## src/rtl/tc_to_sm_serial_pkg.sv

```systemverilog
// Shared types and defaults for the two's-complement to sign-magnitude converter.
package tc_pkg;

  localparam int TC_WIDTH_DEF = 32;

  typedef enum logic [1:0] {TC_IDLE, TC_SHIFT, TC_DONE} tc_state_t;

endpackage

```

## src/rtl/tc_to_sm_serial_if.sv

```systemverilog
// Input/output handshake bundle for tc_to_sm_serial.
// Macro TC2SM_MINNEG_FLAG_EN adds the out_minneg flag.
interface tc_to_sm_serial_if
  import tc_pkg::*;
#(
  parameter int WIDTH = TC_WIDTH_DEF
);

  logic             in_valid;
  logic             in_ready;
  logic [WIDTH-1:0] in_data;
  logic             out_valid;
  logic             out_ready;
  logic             out_sign;
  logic [WIDTH-1:0] out_mag;
`ifdef TC2SM_MINNEG_FLAG_EN
  logic             out_minneg;
`endif

  modport master (
`ifdef TC2SM_MINNEG_FLAG_EN
    input  out_minneg,
`endif
    output in_valid,
    output in_data,
    output out_ready,
    input  in_ready,
    input  out_valid,
    input  out_sign,
    input  out_mag
  );

  modport slave (
`ifdef TC2SM_MINNEG_FLAG_EN
    output out_minneg,
`endif
    input  in_valid,
    input  in_data,
    input  out_ready,
    output in_ready,
    output out_valid,
    output out_sign,
    output out_mag
  );

endinterface

```

## src/rtl/tc_to_sm_serial_neg_cell.sv

```systemverilog
// One-bit serial negation cell: copy bits until the first 1 has passed, then invert.
module tc_serial_neg_cell (
  input  logic b,
  input  logic seen_one_i,
  output logic r,
  output logic seen_one_o
);

  assign r          = b ^ seen_one_i;
  assign seen_one_o = seen_one_i | b;

endmodule

```

## src/rtl/tc_to_sm_serial.sv

```systemverilog
// Two's-complement to sign-magnitude converter; negative words are negated bit-serially, LSB first.
// Macro TC2SM_MINNEG_FLAG_EN enables the out_minneg flag.
module tc_to_sm_serial
  import tc_pkg::*;
#(
  parameter int WIDTH = TC_WIDTH_DEF
) (
  input logic              clk,
  input logic              rst_n,
  tc_to_sm_serial_if.slave bus
);

  localparam int CW = $clog2(WIDTH);
  localparam logic [CW-1:0]    LAST_CNT = CW'(WIDTH - 1);
  localparam logic [WIDTH-1:0] MIN_NEG  = {1'b1, {(WIDTH-1){1'b0}}};

  localparam logic [1:0] S_IDLE  = TC_IDLE;
  localparam logic [1:0] S_SHIFT = TC_SHIFT;
  localparam logic [1:0] S_DONE  = TC_DONE;

  logic [1:0]       r_state;
  logic [CW-1:0]    r_cnt;
  logic             r_seen_one;
  logic [WIDTH-1:0] r_shift;
  logic [WIDTH-1:0] r_mag;
  logic             r_sign;
  logic             r_minneg;

  logic             w_b;
  logic             w_r;
  logic             w_seen_nxt;
  logic             w_accept;

  assign w_b      = r_shift[0];
  assign w_accept = (r_state == S_IDLE) && bus.in_valid;

  tc_serial_neg_cell u_cell (
    .b          (w_b),
    .seen_one_i (r_seen_one),
    .r          (w_r),
    .seen_one_o (w_seen_nxt)
  );

  always_ff @(posedge clk or negedge rst_n) begin
    if (!rst_n) begin
      r_state    <= S_IDLE;
      r_cnt      <= '0;
      r_seen_one <= 1'b0;
      r_mag      <= '0;
      r_sign     <= 1'b0;
      r_minneg   <= 1'b0;
    end else begin
      case (r_state)
        S_IDLE: begin
          if (w_accept) begin
            if (!bus.in_data[WIDTH-1]) begin
              r_mag    <= bus.in_data;
              r_sign   <= 1'b0;
              r_minneg <= 1'b0;
              r_state  <= S_DONE;
            end else begin
              r_cnt      <= '0;
              r_seen_one <= 1'b0;
              r_sign     <= 1'b1;
              r_minneg   <= (bus.in_data == MIN_NEG);
              r_state    <= S_SHIFT;
            end
          end
        end
        S_SHIFT: begin
          // Result bits enter at the MSB so bit 0 lands at position 0 after WIDTH shifts.
          r_mag      <= {w_r, r_mag[WIDTH-1:1]};
          r_seen_one <= w_seen_nxt;
          r_cnt      <= r_cnt + 1'b1;
          if (r_cnt == LAST_CNT) r_state <= S_DONE;
        end
        S_DONE: begin
          if (bus.out_ready) r_state <= S_IDLE;
        end
        default: r_state <= S_IDLE;
      endcase
    end
  end

  // Operand shifter carries no reset: its content is only consumed after a fresh load.
  always_ff @(posedge clk) begin
    if (w_accept) r_shift <= bus.in_data;
    else if (r_state == S_SHIFT) r_shift <= {1'b0, r_shift[WIDTH-1:1]};
  end

  assign bus.in_ready  = (r_state == S_IDLE);
  assign bus.out_valid = (r_state == S_DONE);
  assign bus.out_sign  = r_sign;
  assign bus.out_mag   = r_mag;
`ifdef TC2SM_MINNEG_FLAG_EN
  assign bus.out_minneg = r_minneg && (r_state == S_DONE);
`endif

endmodule

```

## src/flat_wrapper.sv

```systemverilog
// flat-port wrapper written by rule: the top's interface ports become plain ports
module tc_to_sm_serial_flat import tc_pkg::*;
#(
  parameter int WIDTH = TC_WIDTH_DEF
)
  (clk, rst_n, bus_in_valid, bus_in_data, bus_out_ready, bus_in_ready, bus_out_valid, bus_out_sign, bus_out_mag);
  tc_to_sm_serial_if #(.WIDTH(WIDTH)) bus_i ();
  input logic clk;
  input logic rst_n;
  input wire logic [$bits(bus_i.in_valid)-1:0] bus_in_valid;
  input wire logic [$bits(bus_i.in_data)-1:0] bus_in_data;
  input wire logic [$bits(bus_i.out_ready)-1:0] bus_out_ready;
  output wire logic [$bits(bus_i.in_ready)-1:0] bus_in_ready;
  output wire logic [$bits(bus_i.out_valid)-1:0] bus_out_valid;
  output wire logic [$bits(bus_i.out_sign)-1:0] bus_out_sign;
  output wire logic [$bits(bus_i.out_mag)-1:0] bus_out_mag;
  assign bus_i.in_valid = bus_in_valid;
  assign bus_i.in_data = bus_in_data;
  assign bus_i.out_ready = bus_out_ready;
  assign bus_in_ready = bus_i.in_ready;
  assign bus_out_valid = bus_i.out_valid;
  assign bus_out_sign = bus_i.out_sign;
  assign bus_out_mag = bus_i.out_mag;
  tc_to_sm_serial #(.WIDTH(WIDTH)) u_core (.clk(clk), .rst_n(rst_n), .bus(bus_i));
endmodule
```

## config.mk

```make
export PLATFORM = sky130hd
export DESIGN_NAME = tc_to_sm_serial_flat
export DESIGN_NICKNAME = d
export VERILOG_FILES = /design/src/rtl/tc_to_sm_serial_pkg.sv /design/src/rtl/tc_to_sm_serial_if.sv /design/src/rtl/tc_to_sm_serial_neg_cell.sv /design/src/rtl/tc_to_sm_serial.sv /design/src/flat_wrapper.sv
export SDC_FILE = /design/constraint.sdc
export NUM_CORES = 1
export LEC_CHECK = 0
export CORE_MARGIN = 4
export CORE_UTILIZATION = 58
export DETAILED_ROUTE_END_ITERATION = 12
export DONT_BUFFER_PORTS = 1
export PLACE_DENSITY = 0.83
export SLEW_MARGIN = 20
export SYNTH_ARGS = -nofsm -noshare
export SYNTH_HDL_FRONTEND = slang
export SYNTH_HIERARCHICAL = 1
export SYNTH_SLANG_ARGS = --single-unit
```

## constraint.sdc

```tcl
create_clock -name clk -period 2.33 [get_ports clk]
set_input_delay 0.699 -clock clk [delete_from_list [all_inputs] [get_ports clk]]
set_output_delay 0.699 -clock clk [all_outputs]
set_load 0.02 [all_outputs]
```

After elaboration in Yosys (flattened, before gate mapping)
Index checks and enable logic that the tools add are counted.
Widths: inputs -> output; s select.
- register bits after elaboration: 73
- word-level logic and storage cells: 42
- output and inout port bits: 35
- input port bits: 36
- reductions and logical operators: 8
- equality and inequality tests: 8
- bitwise logic cells: 2
- add/sub/neg operators: 1
- muxes and demuxes: 17
- operators by type and width (operator ; count):
    $mux 32 ; 4
    $pmux 32 s2 ; 1
    $mux 5 ; 2
    $pmux 5 s2 ; 1
    $reduce_and 3->1 ; 3
    $mux 2 ; 4
    $ne 2x2->1 const B ; 3
    $pmux 2 s3 ; 1
    $add 5x1->5 const B ; 1
    $eq 5x5->1 const B ; 1
    $ne 2x1->1 const B ; 2
    $reduce_bool 2->1 ; 2
    $mux 1 ; 3
    $eq 2x1->1 const B ; 1
    $eq 2x2->1 const B ; 1
    $logic_not 2->1 ; 1
    $pmux 1 s2 ; 1
    $reduce_and 2->1 ; 1
    $logic_and 1x1->1 ; 1
    $or 1x1->1 ; 1
    $xor 1x1->1 ; 1

Logic depth before layout (Yosys ltp)
- depth after elaboration: 4
- gate-level depth with buffers: 6
- mapped depth without buffers: 6

Cells and area by module
Netlist, hierarchy kept.
- modules (own cells, without submodules) (module ; seq. area each (sq um) ; times used ; area each (sq um) ; cells an instance):
    tc_to_sm_serial ; 1986.9 ; 1 ; 3547.2 ; 216
    tc_serial_neg_cell ; 0.0 ; 1 ; 23.8 ; 4

Least setup slack after synthesis
No wires, ideal clock.
- kind: register to register
- start point: register u_core.r_state[1]
- end point: register u_core.r_shift[0], enable pin
- path buffers: 3
- clock period less this slack: 2007 ps
- stages on the path, launching flop included: 7
- arrival time: 1632 ps
- required time: 1955 ps
- setup slack: 323 ps
- setup time: 375 ps
- cells stage by stage: dfrtp_1 buf_6 nor2_2 and2_1 buf_6 buf_6 or2_2
- word-level cells in the longest chain between the ends: 3
- elaborated cells between the ends (all ways): 4
- those cells by class: eq/ne: 1; reduce/logical: 3
- ends and longest elaborated chain (item ; line ; RTL):
    from (decl) ; tc_to_sm_serial.sv:21 ; logic [1:0] r_state;
    from (signal assigned) ; tc_to_sm_serial.sv:46 ; r_state <= S_IDLE;
    from (signal assigned) ; tc_to_sm_serial.sv:60 ; r_state <= S_DONE;
    from (signal assigned) ; tc_to_sm_serial.sv:66 ; r_state <= S_SHIFT;
    $logic_not 2->1 ; - ;
    via bus_in_ready ; flat_wrapper.sv:13 ; output wire logic [$bits(bus_i.in_ready)-1:0] bus_in_ready;
    $logic_and 1x1->1 ; tc_to_sm_serial.sv:35 ; assign w_accept = (r_state == S_IDLE) && bus.in_valid;
    $reduce_bool 2->1 (no source line) ; - ;
    to (signal assigned) ; tc_to_sm_serial.sv:87 ; if (w_accept) r_shift <= bus.in_data;
    to (signal assigned) ; tc_to_sm_serial.sv:88 ; else if (r_state == S_SHIFT) r_shift <= {1'b0, r_shift[WIDTH-1:1]};
    to (decl) ; tc_to_sm_serial.sv:24 ; logic [WIDTH-1:0] r_shift;
The timed path passes the listed nets, and every way through them passes these cells.
A chain may end at the register's enable or synchronous reset.

Worst setup path in the final report
- start point: register u_core.r_state[1]
- end point: output bus_out_valid
- word-level cells in the longest chain between the ends: 1
- ends and longest elaborated chain (item ; line ; RTL):
    $eq 2x2->1 ; tc_to_sm_serial.sv:92 ; assign bus.out_valid = (r_state == S_DONE);
    to (decl) ; flat_wrapper.sv:14 ; output wire logic [$bits(bus_i.out_valid)-1:0] bus_out_valid;
Every way passes these cells.

==> results.yml <==
clock_network:
  ctsResizeCount: 0
  clock-sinks: 73
  htree_levels: 3
  path_clk_slew_ns: 0.08
  cts_buffer_depth: 2
  cts_buffers: 9
  cts_tree: "yes"
  clockRootBuffer: "clkbuf_8"
  cts_setup_buffers: 0
  clock_latency_ns: 0.34
  ctsHoldBuffers: 0
floorplan:
  start_util_pct: 59.96
  ios: 71
  rows: 28
  die_w_um: 86.47
  dieArea_mm2: 0.007476
  core_area_mm2: 0.005956
  dieHeight_um: 86.47
synth:
  yosysTopAreaCell: "dfrtp_1"
  ys_warn_count: 6
  synth.area.top_cells: "dfrtp_1 (29%), edfxtp_1 (27%), mux2_2 (17%)"
  synth.cell_area_mm2: 0.003571
  ys_seq_elements: 73
  syn-mean-instance-area_um2: 16.23
  synth_top_area_share_pct: 28.73
  ys_types: 26
  ys_seq_area_share_pct: 55.64
  synthCells: 220
  synth_nets: 259
global_route:
  track_usage_pct: 18.08
  grt_pass1_wl_um: 10290
  grt_pass1_vias: 2026
  overflow: 0
  antenna_found_initial: 0
  grt_max_degree: 42
setup_path:
  cp-startpoint: "u_core/r_state[1]$_DFFE_PN0P_"
  r2r_cells: 4
  r2r_start: "u_core/r_state[0]$_DFFE_PN0P_"
  worstSetupStartpointType: "register"
  critPathCaptureType: "primary output"
  crit_type: "reg2out"
  cp_max_fo: 8
  rrSetupSlack_ns: 0.49
  required_ns: 1.63
  timing.rr.end: "u_core/bus.out_mag[5]$_DFFE_PN0P_"
  crit_path_end: "bus_out_valid"
  cp_data_arrival_time_ns: 1.28
finish:
  final-seq-area_mm2: 0.001987
  area_growth_pct: 6.833
  n_antenna_cell: 0
  design_area_mm2: 0.003815
  n_fill_cell: 445
  finalNetCount: 265
  multiInputGateArea_mm2: 0.001439
  drive_gt1_share_pct: 51.52
timing:
  fmax_mhz: 505.4
  layout_setup_ws_ns: 0.3514
  worst_pin_slew_ns: 0.8006
  hold_violations: 0
  rsz0062_at_grt: "no"
  setup-tns-final_ns: 0
  slew_viol_final: 0
  period_needed_ns: 1.979
  finalCritPeriodShare_pct: 84.92
  finalSetupViolCount: 0
  fin_skew_ns: 0.006269
  slew_headroom_pct: 46.63
placement:
  numPortBuffers: 0
  pre_cts_slack_ns: 0.3913
  placed_cell_area_mm2: 0.003611
  dpl.hpwl_um: 4299
  routabilityCongestion: 0.7955
power:
  seq_power_share_pct: 49.5
  comb_power_share_pct: 34.0
  leakage_nw: 1.534
  p_clk_share_pct: 16.5
  vdd_drop_max_mv: 0.7660
  swShare_pct: 35.26
  p_int_w: 0.003874
  p_switching_w: 0.002110
  powerDensity_mw_per_mm2: 1568
routing:
  viasPerCell: 5.886
  drc: 0
  ant_nets: 0
  vias: 1801
  wl_per_cell_um: 20.46
  drt-pass1-iter-count: 4
  dr.first_iter.drc_count: 63
  totalWireLength_um: 6262
outcome:
  status: "completed"
run:
  drv_cap: 0
hold_path:
  min_path_type: "in2async"
power groups by stage:
stage | registers (W) | clock network [W] | logic (W)
floorplan | 0.00282 | 0 | 0.00184
finish | 0.00296 | 0.000986 | 0.00204
CTS | 0.00298 | 0.00102 | 0.00205
global placement | 0.00297 | 0 | 0.00197
detailed placement | 0.00299 | 0 | 0.00205
global route | 0.00307 | 0.00108 | 0.00220
cell usage in the layout (no fill, tap or decap), types with 2 or more instances in the layout:
cell type and instances:
clkbuf_8 10, edfxtp_1 32, nand2_1 2, a22o_1 4
and3_1 2, o21ai_0 3, buf_4 7, nor2b_1 2
nor2_1 3, clkinvlp_4 3, ha_1 3, a31oi_1 2
nand2b_1 2, mux2_1 5, mux2_2 54, inv_1 5
or2_2 2, mux2_4 35, dfrtp_1 41, a21oi_1 3
cell type report:
class,instances,share of cell area (%)
inverters,5,0.4920
repair buffers,8,1.902
clock inverters,6,1.738
flip-flops and latches,73,52.08
multi-input cells,129,37.72
well taps,75,2.460
clock buffers,10,3.608
flip-flops by register name (all words and copies together), names as in the netlist:
signal	count
u_core/r_seen_one	1
u_core/bus.out_mag	32
u_core/r_shift	32
u_core/r_state	2
u_core/r_cnt	5
u_core/bus.out_sign	1
Yosys cell counts:
library cell and instances:
o21a_1 1, a22o_1 4, buf_4 3, and3_1 2, nor2b_4 1, mux2_1 5
edfxtp_1 32, or2_2 2, o21ai_0 3, nor2_1 3, nand2b_1 2, nor2b_1 2
nor2_2 1, nand2_1 2, dfrtp_1 41, a31oi_1 2, mux2_4 35, a21oi_1 3
buf_6 10, xnor2_1 1, a21oi_2 1, inv_1 5, and2_1 1, mux2_2 54
nand3_1 1, ha_1 3
worst min-delay path by stage:
stage	startpoint	end	slack, ns
global route	rst_n	u_core/bus.out_mag[22]$_DFFE_PN0P_	0.01
floorplan	rst_n	u_core/bus.out_mag[0]$_DFFE_PN0P_	0.40
CTS	rst_n	u_core/bus.out_mag[8]$_DFFE_PN0P_	0.02
finish	rst_n	u_core/bus.out_mag[8]$_DFFE_PN0P_	0.05
global placement	rst_n	u_core/bus.out_mag[8]$_DFFE_PN0P_	0.40
detailed placement	rst_n	u_core/bus.out_mag[8]$_DFFE_PN0P_	0.40
stage by stage:
step                hold WS [ns]  instances  util [%]  total power [W]
floorplan                 0.4034        220         -         0.004659
global placement          0.4044        290     60.63         0.004938
detailed placement        0.4044        290     60.63         0.005046
CTS                      0.02185        306     64.05         0.006052
global route             0.01437        306     64.05         0.006342
finish                   0.04512        306     64.05         0.005983
per-layer routing:
layer	global-route usage, %	wire [µm]	up-vias
met4	7.507	108	0
met1	21.08	2529	916
met2	29.14	3080	61
met3	7.985	543	9
met5	0	0	-
li1	-	-	815
critical path: stages (launching register included):
cell     delay [ns]
dfrtp_1        0.36
buf_4          0.18
nor2b_1        0.40
cell families after synthesis:
kind of cell             Yosys count  share of synthesized area (%)
AND/OR/NAND/NOR                   17                          2.803
flip-flops                        73                          55.64
adder cells (fa/ha/maj)            3                          1.051
XOR/XNOR                           1                         0.2453
multiplexers                      94                          33.32
buffers and inverters             18                          4.310
AO/OA/AOI/OAI                     14                          2.628
No activity file was read; power rests on OpenSTA's default activity.
